[src/rtl/congestion_monitor_if.sv]
// Congestion monitor bus: measurement start request, passive tap of the
// observed stream's valid/ready pair, and the measurement results.
// master = environment side, slave = the monitor.
interface congestion_monitor_if #(
    parameter int unsigned CNT_W = 32
);
    logic             start_i;
    logic             valid_i;
    logic             ready_i;
    logic             busy_o;
    logic             done_o;
    logic [CNT_W-1:0] xfer_cnt_o;
    logic [CNT_W-1:0] stall_cnt_o;
    logic [CNT_W-1:0] idle_cnt_o;
    logic [6:0]       congestion_pct_o;
    logic             violation_o;

    modport master (
        output start_i,
        output valid_i,
        output ready_i,
        input  busy_o,
        input  done_o,
        input  xfer_cnt_o,
        input  stall_cnt_o,
        input  idle_cnt_o,
        input  congestion_pct_o,
        input  violation_o
    );

    modport slave (
        input  start_i,
        input  valid_i,
        input  ready_i,
        output busy_o,
        output done_o,
        output xfer_cnt_o,
        output stall_cnt_o,
        output idle_cnt_o,
        output congestion_pct_o,
        output violation_o
    );
endinterface

[src/rtl/congestion_monitor.sv]
// Congestion monitor: passively classifies each cycle of a fixed window as
// transfer, stall or idle, then computes stall*100/(stall+xfer) with a
// 7-step restoring divider. FSM: IDLE -> MEASURE -> DIVIDE -> DONE.
// Optional valid-stability check (sticky violation_o) is compiled in only
// when CONGESTION_MONITOR_PROTOCOL_CHECK_EN is defined; otherwise
// violation_o is tied to 0.
module congestion_monitor #(
    parameter int unsigned WINDOW_CYCLES = 1024,
    parameter int unsigned CNT_W         = 32
) (
    input  logic                clk_i,
    input  logic                rst_ni,
    congestion_monitor_if.slave mon
);

    // Dividend stall*100 needs 7 extra bits; one more keeps the compare safe.
    localparam int unsigned      DIV_W      = CNT_W + 8;
    localparam logic [CNT_W-1:0] LAST_CYCLE = CNT_W'(WINDOW_CYCLES - 1);
    localparam logic [2:0]       LAST_STEP  = 3'd6;

    typedef enum logic [1:0] {
        IDLE,
        MEASURE,
        DIVIDE,
        DONE
    } state_e;

    state_e           state_q;
    logic [CNT_W-1:0] win_q;
    logic [CNT_W-1:0] xfer_q,  stall_q,  idle_q;
    logic [CNT_W-1:0] xfer_d,  stall_d,  idle_d;
    logic [DIV_W-1:0] rem_q,   rem_d;
    logic [DIV_W-1:0] dvs_q;
    logic [6:0]       quot_q,  quot_d;
    logic [6:0]       pct_q;
    logic [2:0]       step_q;
    logic             busy_q,  done_q;
    logic             start_acc;
    logic             take;

    // A start request is honoured only while no measurement is running.
    assign start_acc = mon.start_i && ((state_q == IDLE) || (state_q == DONE));

    // Classify the current cycle: exactly one counter advances.
    always_comb begin
        // NOTE: every always_comb output gets a default first so no path can infer a latch.
        xfer_d  = xfer_q;
        stall_d = stall_q;
        idle_d  = idle_q;
        if (!mon.valid_i) begin
            idle_d = idle_q + CNT_W'(1);
        end else if (mon.ready_i) begin
            xfer_d = xfer_q + CNT_W'(1);
        end else begin
            stall_d = stall_q + CNT_W'(1);
        end
    end

    // One restoring-division step; a zero divisor never subtracts, so the
    // empty-window case yields a zero quotient over the same 7 steps.
    always_comb begin
        take   = (dvs_q != '0) && (rem_q >= dvs_q);
        rem_d  = take ? (rem_q - dvs_q) : rem_q;
        quot_d = {quot_q[5:0], take};
    end

    // Main FSM with registered busy/done and result holding.
    always_ff @(posedge clk_i) begin
        // NOTE: sequential state uses non-blocking assignments only, so every register samples pre-edge values.
        if (!rst_ni) begin
            // NOTE: divider and result registers are reset too, so an aborted run leaves nothing behind.
            state_q <= IDLE;
            win_q   <= '0;
            xfer_q  <= '0;
            stall_q <= '0;
            idle_q  <= '0;
            rem_q   <= '0;
            dvs_q   <= '0;
            quot_q  <= '0;
            step_q  <= '0;
            pct_q   <= '0;
            busy_q  <= 1'b0;
            done_q  <= 1'b0;
        end else begin
            case (state_q)
                IDLE, DONE: begin
                    if (start_acc) begin
                        state_q <= MEASURE;
                        win_q   <= '0;
                        xfer_q  <= '0;
                        stall_q <= '0;
                        idle_q  <= '0;
                        rem_q   <= '0;
                        dvs_q   <= '0;
                        quot_q  <= '0;
                        step_q  <= '0;
                        pct_q   <= '0;
                        busy_q  <= 1'b1;
                        done_q  <= 1'b0;
                    end
                end
                MEASURE: begin
                    xfer_q  <= xfer_d;
                    stall_q <= stall_d;
                    idle_q  <= idle_d;
                    win_q   <= win_q + CNT_W'(1);
                    if (win_q == LAST_CYCLE) begin
                        // Load the divider from the final counts, divisor
                        // pre-aligned to quotient bit 6.
                        state_q <= DIVIDE;
                        rem_q   <= DIV_W'(stall_d) * DIV_W'(100);
                        dvs_q   <= (DIV_W'(stall_d) + DIV_W'(xfer_d)) << 6;
                        quot_q  <= '0;
                        step_q  <= '0;
                    end
                end
                DIVIDE: begin
                    rem_q  <= rem_d;
                    dvs_q  <= dvs_q >> 1;
                    quot_q <= quot_d;
                    step_q <= step_q + 3'd1;
                    if (step_q == LAST_STEP) begin
                        state_q <= DONE;
                        pct_q   <= quot_d;
                        busy_q  <= 1'b0;
                        done_q  <= 1'b1;
                    end
                end
                default: begin
                    state_q <= IDLE;
                end
            endcase
        end
    end

    assign mon.busy_o           = busy_q;
    assign mon.done_o           = done_q;
    assign mon.xfer_cnt_o       = xfer_q;
    assign mon.stall_cnt_o      = stall_q;
    assign mon.idle_cnt_o       = idle_q;
    assign mon.congestion_pct_o = pct_q;

`ifdef CONGESTION_MONITOR_PROTOCOL_CHECK_EN
    logic prev_stall_q;
    logic viol_q;

    // Flag valid dropping right after a stalled cycle inside the window;
    // sticky until reset or the next accepted start.
    always_ff @(posedge clk_i) begin
        if (!rst_ni) begin
            prev_stall_q <= 1'b0;
            viol_q       <= 1'b0;
        end else if (start_acc) begin
            prev_stall_q <= 1'b0;
            viol_q       <= 1'b0;
        end else if (state_q == MEASURE) begin
            prev_stall_q <= mon.valid_i && !mon.ready_i;
            if (prev_stall_q && !mon.valid_i) begin
                viol_q <= 1'b1;
            end
        end else begin
            prev_stall_q <= 1'b0;
        end
    end

    assign mon.violation_o = viol_q;
`else
    assign mon.violation_o = 1'b0;
`endif

endmodule

[src/flat_wrapper.sv]
// flat-port wrapper written by rule: the top's interface ports become plain ports
module congestion_monitor_flat 
#(
    parameter int unsigned WINDOW_CYCLES = 1024,
    parameter int unsigned CNT_W         = 32
)
  (clk_i, rst_ni, mon_start_i, mon_valid_i, mon_ready_i, mon_busy_o, mon_done_o, mon_xfer_cnt_o, mon_stall_cnt_o, mon_idle_cnt_o, mon_congestion_pct_o, mon_violation_o);
  congestion_monitor_if #(.CNT_W(CNT_W)) mon_i ();
  input  logic clk_i;
  input  logic rst_ni;
  input wire logic [$bits(mon_i.start_i)-1:0] mon_start_i;
  input wire logic [$bits(mon_i.valid_i)-1:0] mon_valid_i;
  input wire logic [$bits(mon_i.ready_i)-1:0] mon_ready_i;
  output wire logic [$bits(mon_i.busy_o)-1:0] mon_busy_o;
  output wire logic [$bits(mon_i.done_o)-1:0] mon_done_o;
  output wire logic [$bits(mon_i.xfer_cnt_o)-1:0] mon_xfer_cnt_o;
  output wire logic [$bits(mon_i.stall_cnt_o)-1:0] mon_stall_cnt_o;
  output wire logic [$bits(mon_i.idle_cnt_o)-1:0] mon_idle_cnt_o;
  output wire logic [$bits(mon_i.congestion_pct_o)-1:0] mon_congestion_pct_o;
  output wire logic [$bits(mon_i.violation_o)-1:0] mon_violation_o;
  assign mon_i.start_i = mon_start_i;
  assign mon_i.valid_i = mon_valid_i;
  assign mon_i.ready_i = mon_ready_i;
  assign mon_busy_o = mon_i.busy_o;
  assign mon_done_o = mon_i.done_o;
  assign mon_xfer_cnt_o = mon_i.xfer_cnt_o;
  assign mon_stall_cnt_o = mon_i.stall_cnt_o;
  assign mon_idle_cnt_o = mon_i.idle_cnt_o;
  assign mon_congestion_pct_o = mon_i.congestion_pct_o;
  assign mon_violation_o = mon_i.violation_o;
  congestion_monitor #(.WINDOW_CYCLES(WINDOW_CYCLES), .CNT_W(CNT_W)) u_core (.clk_i(clk_i), .rst_ni(rst_ni), .mon(mon_i));
endmodule
[config.mk]
export PLATFORM = sky130hd
export DESIGN_NAME = congestion_monitor_flat
export DESIGN_NICKNAME = d
export VERILOG_FILES = /design/src/rtl/congestion_monitor_if.sv /design/src/rtl/congestion_monitor.sv /design/src/flat_wrapper.sv
export SDC_FILE = /design/constraint.sdc
export NUM_CORES = 1
export LEC_CHECK = 0
export ABC_AREA = 0
export ABC_CLOCK_PERIOD_IN_PS = 6900
export CAP_MARGIN = 20
export CORE_ASPECT_RATIO = 0.8
export CORE_MARGIN = 5
export CORE_UTILIZATION = 61
export CTS_CLUSTER_SIZE = 25
export DETAILED_ROUTE_END_ITERATION = 10
export PLACE_DENSITY = 0.82
export SLEW_MARGIN = 10
export SYNTH_ARGS = -nofsm -noshare
export SYNTH_HDL_FRONTEND = slang
export SYNTH_SLANG_ARGS = --single-unit
[constraint.sdc]
create_clock -name clk_i -period 6.9 [get_ports clk_i]
set_input_delay 0.69 -clock clk_i [delete_from_list [all_inputs] [get_ports clk_i]]
set_output_delay 0.69 -clock clk_i [all_outputs]
set_load 0.005 [all_outputs]
-- Yosys cells after proc, flatten, opt, wreduce, memory -nomap -nowiden
Cells that the tools add are included.
Widths: inputs -> output; s select.
- multiply operators: 1
- $lt $le $gt $ge: 1
- muxes and demuxes: 34
- add/sub/neg operators: 7
- equal/unequal tests: 10
- reductions and logical operators: 14
- operator list (kind ; number):
    $pmux 32 s2 ; 4
    $pmux 40 s3 ; 2
    $mux 32 ; 6
    $mux 40 ; 4
    $add 32x1->32 const B ; 4
    $ge 40x40->1 ; 1
    $reduce_bool 40->1 ; 1
    $sub 40x40->40 ; 1
    $mul 32x5->37 const B ; 1
    $add 32x32->33 ; 1
    $eq 32x10->1 const B ; 1
    $pmux 6 s3 ; 1
    $mux 7 ; 2
    $pmux 7 s2 ; 1
    $reduce_and 3->1 ; 4
    $pmux 3 s3 ; 1
    $ne 2x1->1 const B ; 4
    $mux 2 ; 3
    $mux 3 ; 2
    $mux 6 ; 1
    $pmux 2 s3 ; 1
    $eq 2x2->1 const B ; 2
    $mux 1 ; 4
    $pmux 1 s2 ; 2
    10 further kinds ; 13
- register bits: 228
- output and inout bits: 106
- word-level logic and storage cells: 79
- input bits: 5

-- Logic depth before layout (Yosys ltp)
- depth in word-level cells: 6
- depth in mapped cells: 25

-- Worst setup path before layout
OpenSTA, ideal clock, no wires.
- path kind: in2reg
- start: input port mon_valid_i
- end: register u_core.rem_q[35]
- arrival time: 5327 ps
- required time: 6778 ps
- stages on the path: 24
- setup slack: 1451 ps
- setup time: 122 ps
- path buffers: 2
- path through: nor2b_1 -> buf_2 -> and4_1 -> nand3_2 -> nor3_2 -> nand2_1 -> nor3_1 -> xor2_1 -> ha_1 -> ha_1 -> inv_1 -> fa_1 -> inv_1 -> ha_1 -> clkbuf_1 -> a21o_1 -> o21bai_1 -> a21o_1 -> a21oi_1 -> o21bai_1 -> a31o_1 -> a21oi_1 -> xnor2_1 -> a221o_1
- cells in the longest elaborated chain, start to end: 4
- RTL lines (element ; RTL line ; source):
    start, declared ; flat_wrapper.sv:12 ; input wire logic [$bits(mon_i.valid_i)-1:0] mon_valid_i;
    $mux 32 ; congestion_monitor.sv:50 ; if (!mon.valid_i) begin
    $mul 32x5->37 ; congestion_monitor.sv:111 ; rem_q <= DIV_W'(stall_d) * DIV_W'(100);
    $mux 40 ; congestion_monitor.sv:107 ; if (win_q == LAST_CYCLE) begin
    $pmux 40 s3 ; congestion_monitor.sv:85 ; case (state_q)
    end signal, assigned ; congestion_monitor.sv:111 ;
    end signal, assigned ; congestion_monitor.sv:118 ; rem_q <= rem_d;
    end, declared ; congestion_monitor.sv:32 ; logic [DIV_W-1:0] rem_q, rem_d;
Every way passes these cells. The select of a mux whose other input is x is not followed.
A chain may end at the register's enable or synchronous reset.

-- Worst setup path after layout
Ends and elaborated chain as after synthesis.

==> metrics.txt <==
WS Path Type input pin to flip-flop; post-synthesis compound-gate area fraction 21.3%; # clock sinks 227; # H-tree levels 1; Detailed Routing Iterations Pass 1 9; final hold vios 0; chip height 163 um; Clock Skew 26.6 ps; Yosys warning total 0; status completed; period utilization 86.0%; CTS buffer count 25; ant diodes 0; Die X 202 um; Routed WL 53.3 mm; hold_buf cts 0; CTS max path bufs 3; # resized after CTS 0; CTS tree built; Residual DRC 0; DRT antenna net count 0; Mapped Nets 2521; worst hold slack 451 ps; CP endpoint kind flip-flop; Clk pwr share 27.7%; initial antenna violation count 0; FP Rows 56; top-level I/O count 111; sequential share of power 26.1%; pwr/cell area 265 nW/um2; Vias per Instance 6.31; count of different cell masters after synthesis 85; first-pass GRT wire length 85.5 mm; crit path time final 5940 ps; largest net degree at the start of global routing 84; total number of vias 17467; Post-CTS Setup Inserts 0; Lkg Pwr 8.78 nW; Reg clk slew, reported paths 70 ps; Final Util 69.5%; vias in the first global route 16371; Internal 0.00305 W; Comb pwr share 46.2%; Max Fclk 0.168 GHz; Adder-Cell Fraction of Synth Area 15.9%; simple-gate portion of the synthesized area 20.5%; clock insertion delay at the later pin of the skew report 570 ps; Worst Hold Class flip-flop to flip-flop; Core Area 29100 um2; worst slack at placement 464 ps; Avg WL per Cell 19.3 um; XOR/XNOR Fraction of Synth Area 9.62%; sequential area share after synthesis 25.3%; fraction of layout cells with a size suffix above 1 4.60%; # setup viols final 0; Syn-to-layout area delta 13.0%; Synth Instances 2306; Starting Density 61.5%; Data required, critical path 7350 ps; Max Cap Viol 0; die footprint 32900 um2; peak supply drop 0.215 mV; ys flop type dfxtp_1; Rel. slew slack 23.2%; GR Overflow Total 0; setup tns final 0 ps; sw frac 43.1%; overall power 0.00537 W; GRT Overall Usage 31.2%; port bufs 109; critical path startpoint category input pin; Iteration-0 DRC Markers 1969; CP Max Fanout 8; FF+latch count, synth 227; largest family of logic cells by synthesized area compound AO/OA/AOI/OAI gates; Async SR Flop Fraction 0%; switching pwr 0.00231 W; final HPWL from detailed placement 39.6 mm; Critical Path AT 6380 ps; multiplexer share of the synthesized area 0.698%; RSZ-0062 raised after global routing false; Slew Limit Fails 0; syn_area_per_cell 7.78 um2; Least-Margin Pin Slew 1150 ps; routability congestion estimate 0.937; Post-Syn Area 17900 um2; final setup margin 964 ps; Final nets 2587; clock root buffer clkbuf_16; number of synthesized flops with an enable pin 0
==> power groups by stage <==
stage / logic (W) / registers (W) / clock network (W)
5_1_grt: 0.00263 / 0.00140 / 0.00155
3_5_place_dp: 0.00235 / 0.00143 / 0
3_3_place_gp: 0.00230 / 0.00142 / 0
4_1_cts: 0.00237 / 0.00140 / 0.00150
2_1_floorplan: 0.00173 / 0.00142 / 0
6_report: 0.00248 / 0.00140 / 0.00149
==> registers in the layout, indices dropped and copies added, names as in the netlist, 6 cells and up <==
name / count
u_core.mon.idle_cnt_o: 32
u_core.dvs_q: 39
u_core.mon.xfer_cnt_o: 32
u_core.mon.congestion_pct_o: 7
u_core.win_q: 32
u_core.quot_q: 6
u_core.mon.stall_cnt_o: 32
u_core.rem_q: 40
==> through the flow <==
| step | instance area (um2) | cells |
|---|---|---|
| finish | 20300 | 2768 |
| CTS | 20300 | 2767 |
| floorplan | 17900 | 2306 |
| global placement | 19300 | 2720 |
| detailed placement | 19300 | 2721 |
| global route | 20300 | 2768 |
==> cell usage in the layout (no fill, tap or decap), drive strengths merged, types with 6 or more instances in the layout <==
| cell type | count |
|---|---|
| o21bai | 14 |
| nand2b | 21 |
| o32ai | 6 |
| fa | 29 |
| and2 | 13 |
| o31ai | 7 |
| o22ai | 9 |
| mux2i | 8 |
| and3 | 49 |
| a211oi | 18 |
| dfxtp | 227 |
| a21oi | 166 |
| nor3 | 57 |
| xor2 | 99 |
| nand4 | 28 |
| xnor2 | 98 |
| a31oi | 20 |
| buf | 26 |
| clkinv | 9 |
| nand2 | 184 |
| nor2 | 235 |
| clkdlybuf4s50 | 109 |
| a22oi | 80 |
| and4 | 12 |
| o21ai | 106 |
| o21a | 10 |
| ha | 181 |
| nor4 | 25 |
| inv | 212 |
| clkbuf | 29 |
| o211ai | 12 |
| o41ai | 6 |
| nand3 | 101 |
| a21o | 52 |
| o2bb2ai | 7 |
| a221oi | 12 |
| nor2b | 10 |
| or3 | 21 |
==> area by class of cell <==
class                   count  area (um2)
repair buffers            135        1300
flip-flops and latches    227        4540
multi-input cells        1773       12200
fillers                  2349        8880
well taps                 377         472
clock buffers              29         671
inverters                 210         791
clock inverters            17         239
==> logic make-up (layout without fill, tap and decap cells) <==
kind of cell             Yosys count  in the layout
flip-flops                       227            227
XOR/XNOR                         197            197
AO/OA/AOI/OAI                    580            580
multiplexers                      12             12
buffers and inverters            306            391
adder cells (fa/ha/maj)          210            210
other                              1              1
AND/OR/NAND/NOR                  773            773
==> cell usage after synthesis, types with 18 or more instances <==
| cell | number | share of area (%) |
|---|---|---|
| xor2_1 | 99 | 4.8 |
| clkbuf_1 | 73 | 1.5 |
| and3_1 | 48 | 1.7 |
| inv_1 | 210 | 4.4 |
| nand2b_1 | 21 | 0.73 |
| dfxtp_1 | 227 | 25 |
| nand2_1 | 183 | 3.8 |
| nand4_1 | 28 | 0.98 |
| nor4_1 | 24 | 0.84 |
| fa_1 | 29 | 3.2 |
| a22oi_1 | 80 | 3.3 |
| or3_1 | 21 | 0.73 |
| nor3_1 | 53 | 1.5 |
| a21oi_1 | 165 | 4.6 |
| nand3_1 | 100 | 2.8 |
| a31oi_1 | 20 | 0.70 |
| ha_1 | 181 | 13 |
| a21o_1 | 50 | 2.1 |
| xnor2_1 | 98 | 4.8 |
| o21ai_0 | 106 | 3.0 |
| a211oi_1 | 18 | 0.75 |
| nor2_1 | 235 | 4.9 |
==> worst max-delay path, stage by stage <==
cell	delay, ps
clkdlybuf4s50_1	590
nor2b_1	270
and3_1	260
nand4_1	210
nor2_1	330
nand3_1	250
nor2_1	260
xnor2_1	250
ha_1	310
ha_1	280
inv_1	50
fa_1	530
inv_1	50
ha_1	410
a21o_1	230
o21bai_1	180
a21o_1	200
a21oi_1	150
o21bai_1	80
a31o_1	190
a21oi_1	180
xnor2_1	100
a221o_1	350
==> layer usage <==
layer	global-route usage, %	up-vias	wire length (um)
met5	0	-	0
met4	7.33	0	1130
met3	5.88	98	5210
met2	46.9	816	22500
met1	46.5	8278	24500
li1	-	8275	-
==> worst paths after layout <==
| check | end | slack [ps] | cells after the start | from |
|---|---|---|---|---|
| min reg2reg | u_core.mon.congestion_pct_o[2]$_SDFFE_PN0P_ | 450 | 2 | u_core.mon.congestion_pct_o[2]$_SDFFE_PN0P_ |
| max reg2reg | u_core.rem_q[35]$_SDFFE_PN0P_ | 1200 | 23 | u_core.mon.stall_cnt_o[0]$_SDFFE_PN0P_ |
| min | u_core.mon.congestion_pct_o[2]$_SDFFE_PN0P_ | 450 | 2 | u_core.mon.congestion_pct_o[2]$_SDFFE_PN0P_ |
| max | u_core.rem_q[35]$_SDFFE_PN0P_ | 960 | 23 | mon_valid_i |
Power figures use the tool's default switching activity.
